<file path="config.mk">
export PLATFORM = sky130hd
export DESIGN_NAME = mem_port_arbiter
export DESIGN_NICKNAME = d
export VERILOG_FILES = /design/src/rtl/mips_pkg.sv /design/src/rtl/arb_lat_counter.sv /design/src/rtl/mem_port_arbiter.sv
export SDC_FILE = /design/constraint.sdc
export NUM_CORES = 1
export LEC_CHECK = 0
export ABC_AREA = 1
export ABC_CLOCK_PERIOD_IN_PS = 1600
export BUFFER_PORTS_ARGS = -buffer_cell sky130_fd_sc_hd__buf_4
export CAP_MARGIN = 20
export CORE_MARGIN = 1
export CORE_UTILIZATION = 47
export CTS_BUF_LIST = sky130_fd_sc_hd__clkbuf_4 sky130_fd_sc_hd__clkbuf_8 sky130_fd_sc_hd__clkbuf_16
export DETAILED_ROUTE_END_ITERATION = 12
export PLACE_DENSITY = 0.88
export SYNTH_ARGS = -nofsm -noshare
export SYNTH_HDL_FRONTEND = slang
export SYNTH_SLANG_ARGS = --single-unit
export TNS_END_PERCENT = 50
</file>
<file path="constraint.sdc">
create_clock -name clk -period 1.6 [get_ports clk]
set_clock_uncertainty 0.1 [all_clocks]
set_input_delay 0.32 -clock clk [delete_from_list [all_inputs] [get_ports clk]]
set_output_delay 0.32 -clock clk [all_outputs]
set_load 0.02 [all_outputs]
</file>
<file path="src/rtl/mips_pkg.sv">
// Shared types for the memory-port arbiter.
//   arb_state_t : arbiter sequencing states
//   arb_gnt_t   : which requester currently owns the memory port
//   mem_word_t  : 4 x 8-bit lane word, lane 0 = lowest byte address (MSB byte)
package mips_pkg;

   typedef enum logic [1:0] {
      ARB_IDLE   = 2'd0,
      ARB_ACCESS = 2'd1,
      ARB_DONE   = 2'd2
   } arb_state_t;

   typedef enum logic {
      GNT_IF = 1'b0,
      GNT_D  = 1'b1
   } arb_gnt_t;

   typedef logic [0:3][7:0] mem_word_t;

endpackage

</file>
<file path="src/rtl/arb_lat_counter.sv">
// Loadable down-counter timing one memory access.
//   clk, rst_b  : clock, synchronous active-low reset
//   load_i      : load MEM_LATENCY (takes priority over dec_i)
//   dec_i       : decrement by one, saturating at zero
//   last_o      : count == 1 (final access cycle)
//   near_last_o : count == 2 (one cycle before the final access cycle)
module arb_lat_counter #(
   parameter int MEM_LATENCY = 4
) (
   input  logic clk,
   input  logic rst_b,
   input  logic load_i,
   input  logic dec_i,
   output logic last_o,
   output logic near_last_o
);

   localparam int CNT_W = $clog2(MEM_LATENCY + 1);

   logic [CNT_W-1:0] count_q;

   // Latency count register
   always_ff @(posedge clk) begin
      if (!rst_b) begin
         count_q <= {CNT_W{1'b0}};
      end else if (load_i) begin
         count_q <= CNT_W'(MEM_LATENCY);
      end else if (dec_i && (count_q != {CNT_W{1'b0}})) begin
         count_q <= count_q - CNT_W'(1);
      end
   end

   assign last_o      = (count_q == CNT_W'(1));
   // Compared at 32 bits so a 1-bit counter (latency 1) never matches 2.
   assign near_last_o = (32'(count_q) == 32'd2);

endmodule

</file>
<file path="src/rtl/mem_port_arbiter.sv">
// Arbiter/sequencer for the core's single byte-lane memory port.
// Data requests win over fetch; one access at a time, each lasting
// MEM_LATENCY cycles, followed by a one-cycle ack to the grantee.
//   if_req/if_addr          -> if_ack/if_rdata   : fetch requester (read only)
//   d_req/d_we/d_addr/d_wdata -> d_ack/d_rdata   : data requester
//   mem_addr/mem_data_out/mem_write_en, mem_data_in : memory port
//   halted : blocks new grants;  busy : access in flight (ACCESS or DONE)
module mem_port_arbiter
   import mips_pkg::*;
#(
   parameter int XLEN        = 32,
   parameter int MEM_LATENCY = 4
) (
   input  logic                 clk,
   input  logic                 rst_b,
   input  logic                 if_req,
   input  logic [XLEN-1:0]      if_addr,
   output logic                 if_ack,
   output logic [0:3][7:0]      if_rdata,
   input  logic                 d_req,
   input  logic                 d_we,
   input  logic [XLEN-1:0]      d_addr,
   input  logic [0:3][7:0]      d_wdata,
   output logic                 d_ack,
   output logic [0:3][7:0]      d_rdata,
   output logic [XLEN-1:0]      mem_addr,
   output logic [0:3][7:0]      mem_data_out,
   input  logic [0:3][7:0]      mem_data_in,
   output logic                 mem_write_en,
   input  logic                 halted,
   output logic                 busy
);

   localparam logic [XLEN-1:0] ALIGN_MASK = {{(XLEN-2){1'b1}}, 2'b00};

   arb_state_t      state_q;
   arb_gnt_t        gnt_q;
   logic            we_q;
   logic [XLEN-1:0] mem_addr_q;
   mem_word_t       mem_data_out_q;
   mem_word_t       if_rdata_q;
   mem_word_t       d_rdata_q;
   logic            if_ack_q;
   logic            d_ack_q;
   logic            mem_write_en_q;
   logic            busy_q;

   logic            grant_s;
   arb_gnt_t        gnt_sel_s;
   logic            grant_we_s;
   logic [XLEN-1:0] grant_addr_s;
   logic            cnt_last_s;
   logic            cnt_near_last_s;

   // Grant decision: only in IDLE and not halted, data before fetch
   always_comb begin
      grant_s      = 1'b0;
      gnt_sel_s    = GNT_IF;
      grant_we_s   = 1'b0;
      grant_addr_s = if_addr & ALIGN_MASK;
      if ((state_q == ARB_IDLE) && !halted) begin
         if (d_req) begin
            grant_s      = 1'b1;
            gnt_sel_s    = GNT_D;
            grant_we_s   = d_we;
            grant_addr_s = d_addr & ALIGN_MASK;
         end else if (if_req) begin
            grant_s = 1'b1;
         end else begin
            grant_s = 1'b0;
         end
      end else begin
         grant_s = 1'b0;
      end
   end

   arb_lat_counter #(
      .MEM_LATENCY (MEM_LATENCY)
   ) u_lat_counter (
      .clk         (clk),
      .rst_b       (rst_b),
      .load_i      (grant_s),
      .dec_i       (state_q == ARB_ACCESS),
      .last_o      (cnt_last_s),
      .near_last_o (cnt_near_last_s)
   );

   // Arbitration FSM; every output is a register written here
   always_ff @(posedge clk) begin
      if (!rst_b) begin
         state_q        <= ARB_IDLE;
         gnt_q          <= GNT_IF;
         we_q           <= 1'b0;
         mem_addr_q     <= {XLEN{1'b0}};
         mem_data_out_q <= 32'h0000_0000;
         if_rdata_q     <= 32'h0000_0000;
         d_rdata_q      <= 32'h0000_0000;
         if_ack_q       <= 1'b0;
         d_ack_q        <= 1'b0;
         mem_write_en_q <= 1'b0;
         busy_q         <= 1'b0;
      end else begin
         // Pulsed outputs default low each cycle.
         if_ack_q       <= 1'b0;
         d_ack_q        <= 1'b0;
         mem_write_en_q <= 1'b0;
         case (state_q)
            ARB_IDLE: begin
               if (grant_s) begin
                  gnt_q          <= gnt_sel_s;
                  we_q           <= grant_we_s;
                  mem_addr_q     <= grant_addr_s;
                  mem_data_out_q <= d_wdata;
                  busy_q         <= 1'b1;
                  state_q        <= ARB_ACCESS;
                  // With a one-cycle access the first ACCESS cycle is also the last.
                  mem_write_en_q <= grant_we_s && (MEM_LATENCY == 1);
               end
            end
            ARB_ACCESS: begin
               // Strobe is registered, so it is raised one cycle ahead of the last.
               mem_write_en_q <= we_q && cnt_near_last_s;
               if (cnt_last_s) begin
                  state_q <= ARB_DONE;
                  if (gnt_q == GNT_D) begin
                     d_ack_q <= 1'b1;
                     if (!we_q) begin
                        d_rdata_q <= mem_data_in;
                     end
                  end else begin
                     if_ack_q   <= 1'b1;
                     if_rdata_q <= mem_data_in;
                  end
               end
            end
            ARB_DONE: begin
               busy_q  <= 1'b0;
               state_q <= ARB_IDLE;
            end
            default: begin
               busy_q  <= 1'b0;
               state_q <= ARB_IDLE;
            end
         endcase
      end
   end

   assign if_ack       = if_ack_q;
   assign if_rdata     = if_rdata_q;
   assign d_ack        = d_ack_q;
   assign d_rdata      = d_rdata_q;
   assign mem_addr     = mem_addr_q;
   assign mem_data_out = mem_data_out_q;
   assign mem_write_en = mem_write_en_q;
   assign busy         = busy_q;

endmodule

</file>
==> impl_metrics.csv <==
group,metric,value,unit
routing,antenna_left,0,
die,rows,40,
grt,grt_pass1_vias,5732,
clocking,cts_buffer_depth,2,
hold_path,hold_path_class,"input pin to flop",
grt,grt_pass1_wl,26.2,mm
grt,grt-ovfl-total,0,
power,intPower,6.22,mW
logic_synthesis,ys_seq_area_share,46.6,%
clocking,cts_root_buffer,"clkbuf_16",
final_layout,antenna_cells,0,
routing,drt_first_iter_violations,492,
routing,dr.pass1.iters,5,
final_layout,fin_util,73.6,%
power,switching_share,26.1,%
die,fp.dieW,114,um
setup_path,critPathLaunchType,"flop",
final_layout,nets,1324,
final_layout,drive_above_1_share,26.8,%
routing,highest_layer,"met4",
logic_synthesis,synth.distinct_cells,19,
die,die_h,114,um
timing,hold_viol_final,0,
logic_synthesis,avgSynthCellArea,6.47,sq um
power,seq_power_share,43.1,%
final_layout,final_common_cell,"nand2_1",
routing,via_per_inst,4.72,
setup_path,endpoint_kind,"flop",
run,maxCapViolations,0,
place,dpl_worst_slack,0.0263,ns
setup_path,crit_type,"flop to flop",
timing,fin_crit_sh,94.7,%
clocking,htree_levels,4,
setup_path,path_buf_inv,2,
die,coreArea,12100,sq um
setup_path,critPathArrivalTime,1.72,ns
grt,grt_max_degree,77,
timing,fmax,660,MHz
clocking,clk_pin_slew,0.06,ns
place,gp_congestion,0.804,
die,start_util,48.6,%
setup_path,critical_path.cell_chain,"ha_4, nand2_1, nor2_4, buf_12, buf_6, nand2_1, nand2_1, nor2_1",
logic_synthesis,yosysWarnings,0,
power,peakVddDrop,0.685,mV
timing,rsz0062_at_grt,"no",
power,pwr-share-clk,41.0,%
clocking,cts_num_sinks,137,
logic_synthesis,synthesis.area,5890,sq um
final_layout,fillers,937,
clocking,cts_buffers,17,
timing,min_period,1.52,ns
timing,report.final.slew_viol_count,0,
final_layout,final_cell_mix,"nand2_1, buf_4, dfxtp_1",
logic_synthesis,synthCells,910,
setup_path,crit_family,"simple AND/OR/NAND/NOR gates",
setup_path,max_stage_delay,0.40,ns
routing,wl_per_cell,12.8,um
clocking,clk_latency,0.41,ns
die,die-area,13000,sq um
power,combinationalPowerShare,15.9,%
setup_path,cp_common_cell,"nand2_1",
die,io_pins,266,
setup_path,cpMaxStageDelayCell,"dfxtp_1",
timing,setup_slack,0.0843,ns
final_layout,area_growth,51.5,%
setup_path,worstPathRequired,1.81,ns
place,dp.final_hpwl,11.3,mm
place,io_buffers,259,
status,status,"completed",
power,p_sw,2.19,mW
setup_path,path_max_fanout,17,
logic_synthesis,ys_ff_latch,137,
routing,wl_met3,1.45,mm
clocking,cts_tree,"built",
routing,vias,6443,
timing,setup-violations-final,0,
grt,grt_usage,25.7,%
grt,antenna_found_initial,0,
routing,drc_errors,0,
power,p_leak,4.74,nW
routing,drt-met1-wl,6.79,mm
routing,totalWireLength,17.4,mm
timing,fin_tns_setup,0,ns
power,power_density,943,nW/um^2
routing,wl_met2,8.75,mm
[power by group through the flow]
stage	logic, mW	clock network (mW)	registers (mW)
final	1.33	3.45	3.62
after global routing	1.46	3.67	3.64
after CTS	1.32	3.52	3.62
after detailed placement	1.25	0	3.69
after global placement	1.23	0	3.69
after floorplan	0.528	0	3.83
[per-stage QoR]
stage / power (mW) / cell area [sq um] / instances / hold slack [ns]
2_1_floorplan: 4.36 / 5890 / 911 / 0.323
3_3_place_gp: 4.92 / 8010 / 1302 / 0.355
3_5_place_dp: 4.95 / 8010 / 1302 / 0.361
4_1_cts: 8.46 / 8830 / 1361 / 0.00777
5_1_grt: 8.77 / 8920 / 1364 / 0.00478
6_report: 8.41 / 8920 / 1364 / 0.0171
[cell families after synthesis]
group / count (synthesis) / synth area share [%]
compound gates: 5 / 0.425
fa+ha+maj: 4 / 0.850
buf+inv: 99 / 7.55
flops: 137 / 46.6
other cells: 1 / 0.0637
simple gates: 664 / 44.5
[final cells by class]
class | instances | area, sq um | area share (%)
Sequential cell | 137 | 2740 | 30.8
Multi-Input combinational cell | 675 | 2720 | 30.5
Timing Repair Buffer | 311 | 2560 | 28.7
Clock buffer | 21 | 468 | 5.25
Tap cell | 168 | 210 | 2.36
Inverter | 44 | 165 | 1.85
Clock inverter | 8 | 51.3 | 0.575
[path summary, 6_finish.rpt]
path                            slack, ns                       endpoint                                  start  depth (start not counted)
worst max-delay path                 0.08       if_rdata[4]$_SDFFE_PN0P_  u_lat_counter.count_q[0]$_SDFFE_PP0P_                          8
worst min-delay path                 0.02  mem_data_out[18]$_SDFFE_PN0P_                            d_wdata[18]                          3
worst max register to register       0.08       if_rdata[4]$_SDFFE_PN0P_  u_lat_counter.count_q[0]$_SDFFE_PP0P_                          8
worst min register to register       0.37      mem_addr[28]$_SDFFE_PN0P_              mem_addr[28]$_SDFFE_PN0P_                          2
[sequential cells by signal, summed over array words and instances, names as in the netlist]
signal                 flops
busy                       1
d_ack                      1
d_rdata                   32
gnt_q                      1
if_ack                     1
if_rdata                  32
mem_addr                  30
mem_data_out              32
mem_write_en               1
state_q                    2
u_lat_counter.count_q      3
we_q                       1
[tightest hold or removal path: stages]
cell	delay (ns)
buf_4	0.08
nand2_1	0.05
nand2_1	0.06
[routing by layer]
metal	vias to the layer above	global-route usage [%]
met5	-	0
met4	0	9.00
met3	32	9.46
met2	241	45.4
met1	2880	28.4
li1	3290	-
[synthesized netlist by cell type]
| master | count | area, sq um |
|---|---|---|
| clkbuf_1 | 12 | 45.0 |
| a21oi_1 | 5 | 25.0 |
| nand4_1 | 2 | 12.5 |
| dfxtp_1 | 137 | 2740 |
| inv_2 | 4 | 15.0 |
| nand3_1 | 68 | 340 |
| ha_1 | 4 | 50.1 |
| buf_1 | 9 | 33.8 |
| nand2_1 | 453 | 1700 |
| nor3_1 | 2 | 10.0 |
| inv_1 | 40 | 150 |
| buf_2 | 22 | 110 |
| nor2_1 | 133 | 499 |
| nand3_2 | 1 | 10.0 |
| nand3b_1 | 1 | 7.51 |
| buf_4 | 12 | 90.1 |
| nor2_4 | 3 | 33.8 |
| nor3b_1 | 1 | 7.51 |
| conb_1 | 1 | 3.75 |
[timing repair]
| item | CTS | global route |
|---|---|---|
| gates resized for setup | 1 | 3 |
| hold endpoints to repair | 30 | 0 |
| hold buffers | 30 | 0 |
| pin swaps | 0 | 1 |
| buffers inserted | 0 | 1 |
| endpoints found under the setup margin | 1 | 37 |
| gates cloned | 0 | 2 |
No activity file was read; power rests on OpenSTA's default activity.
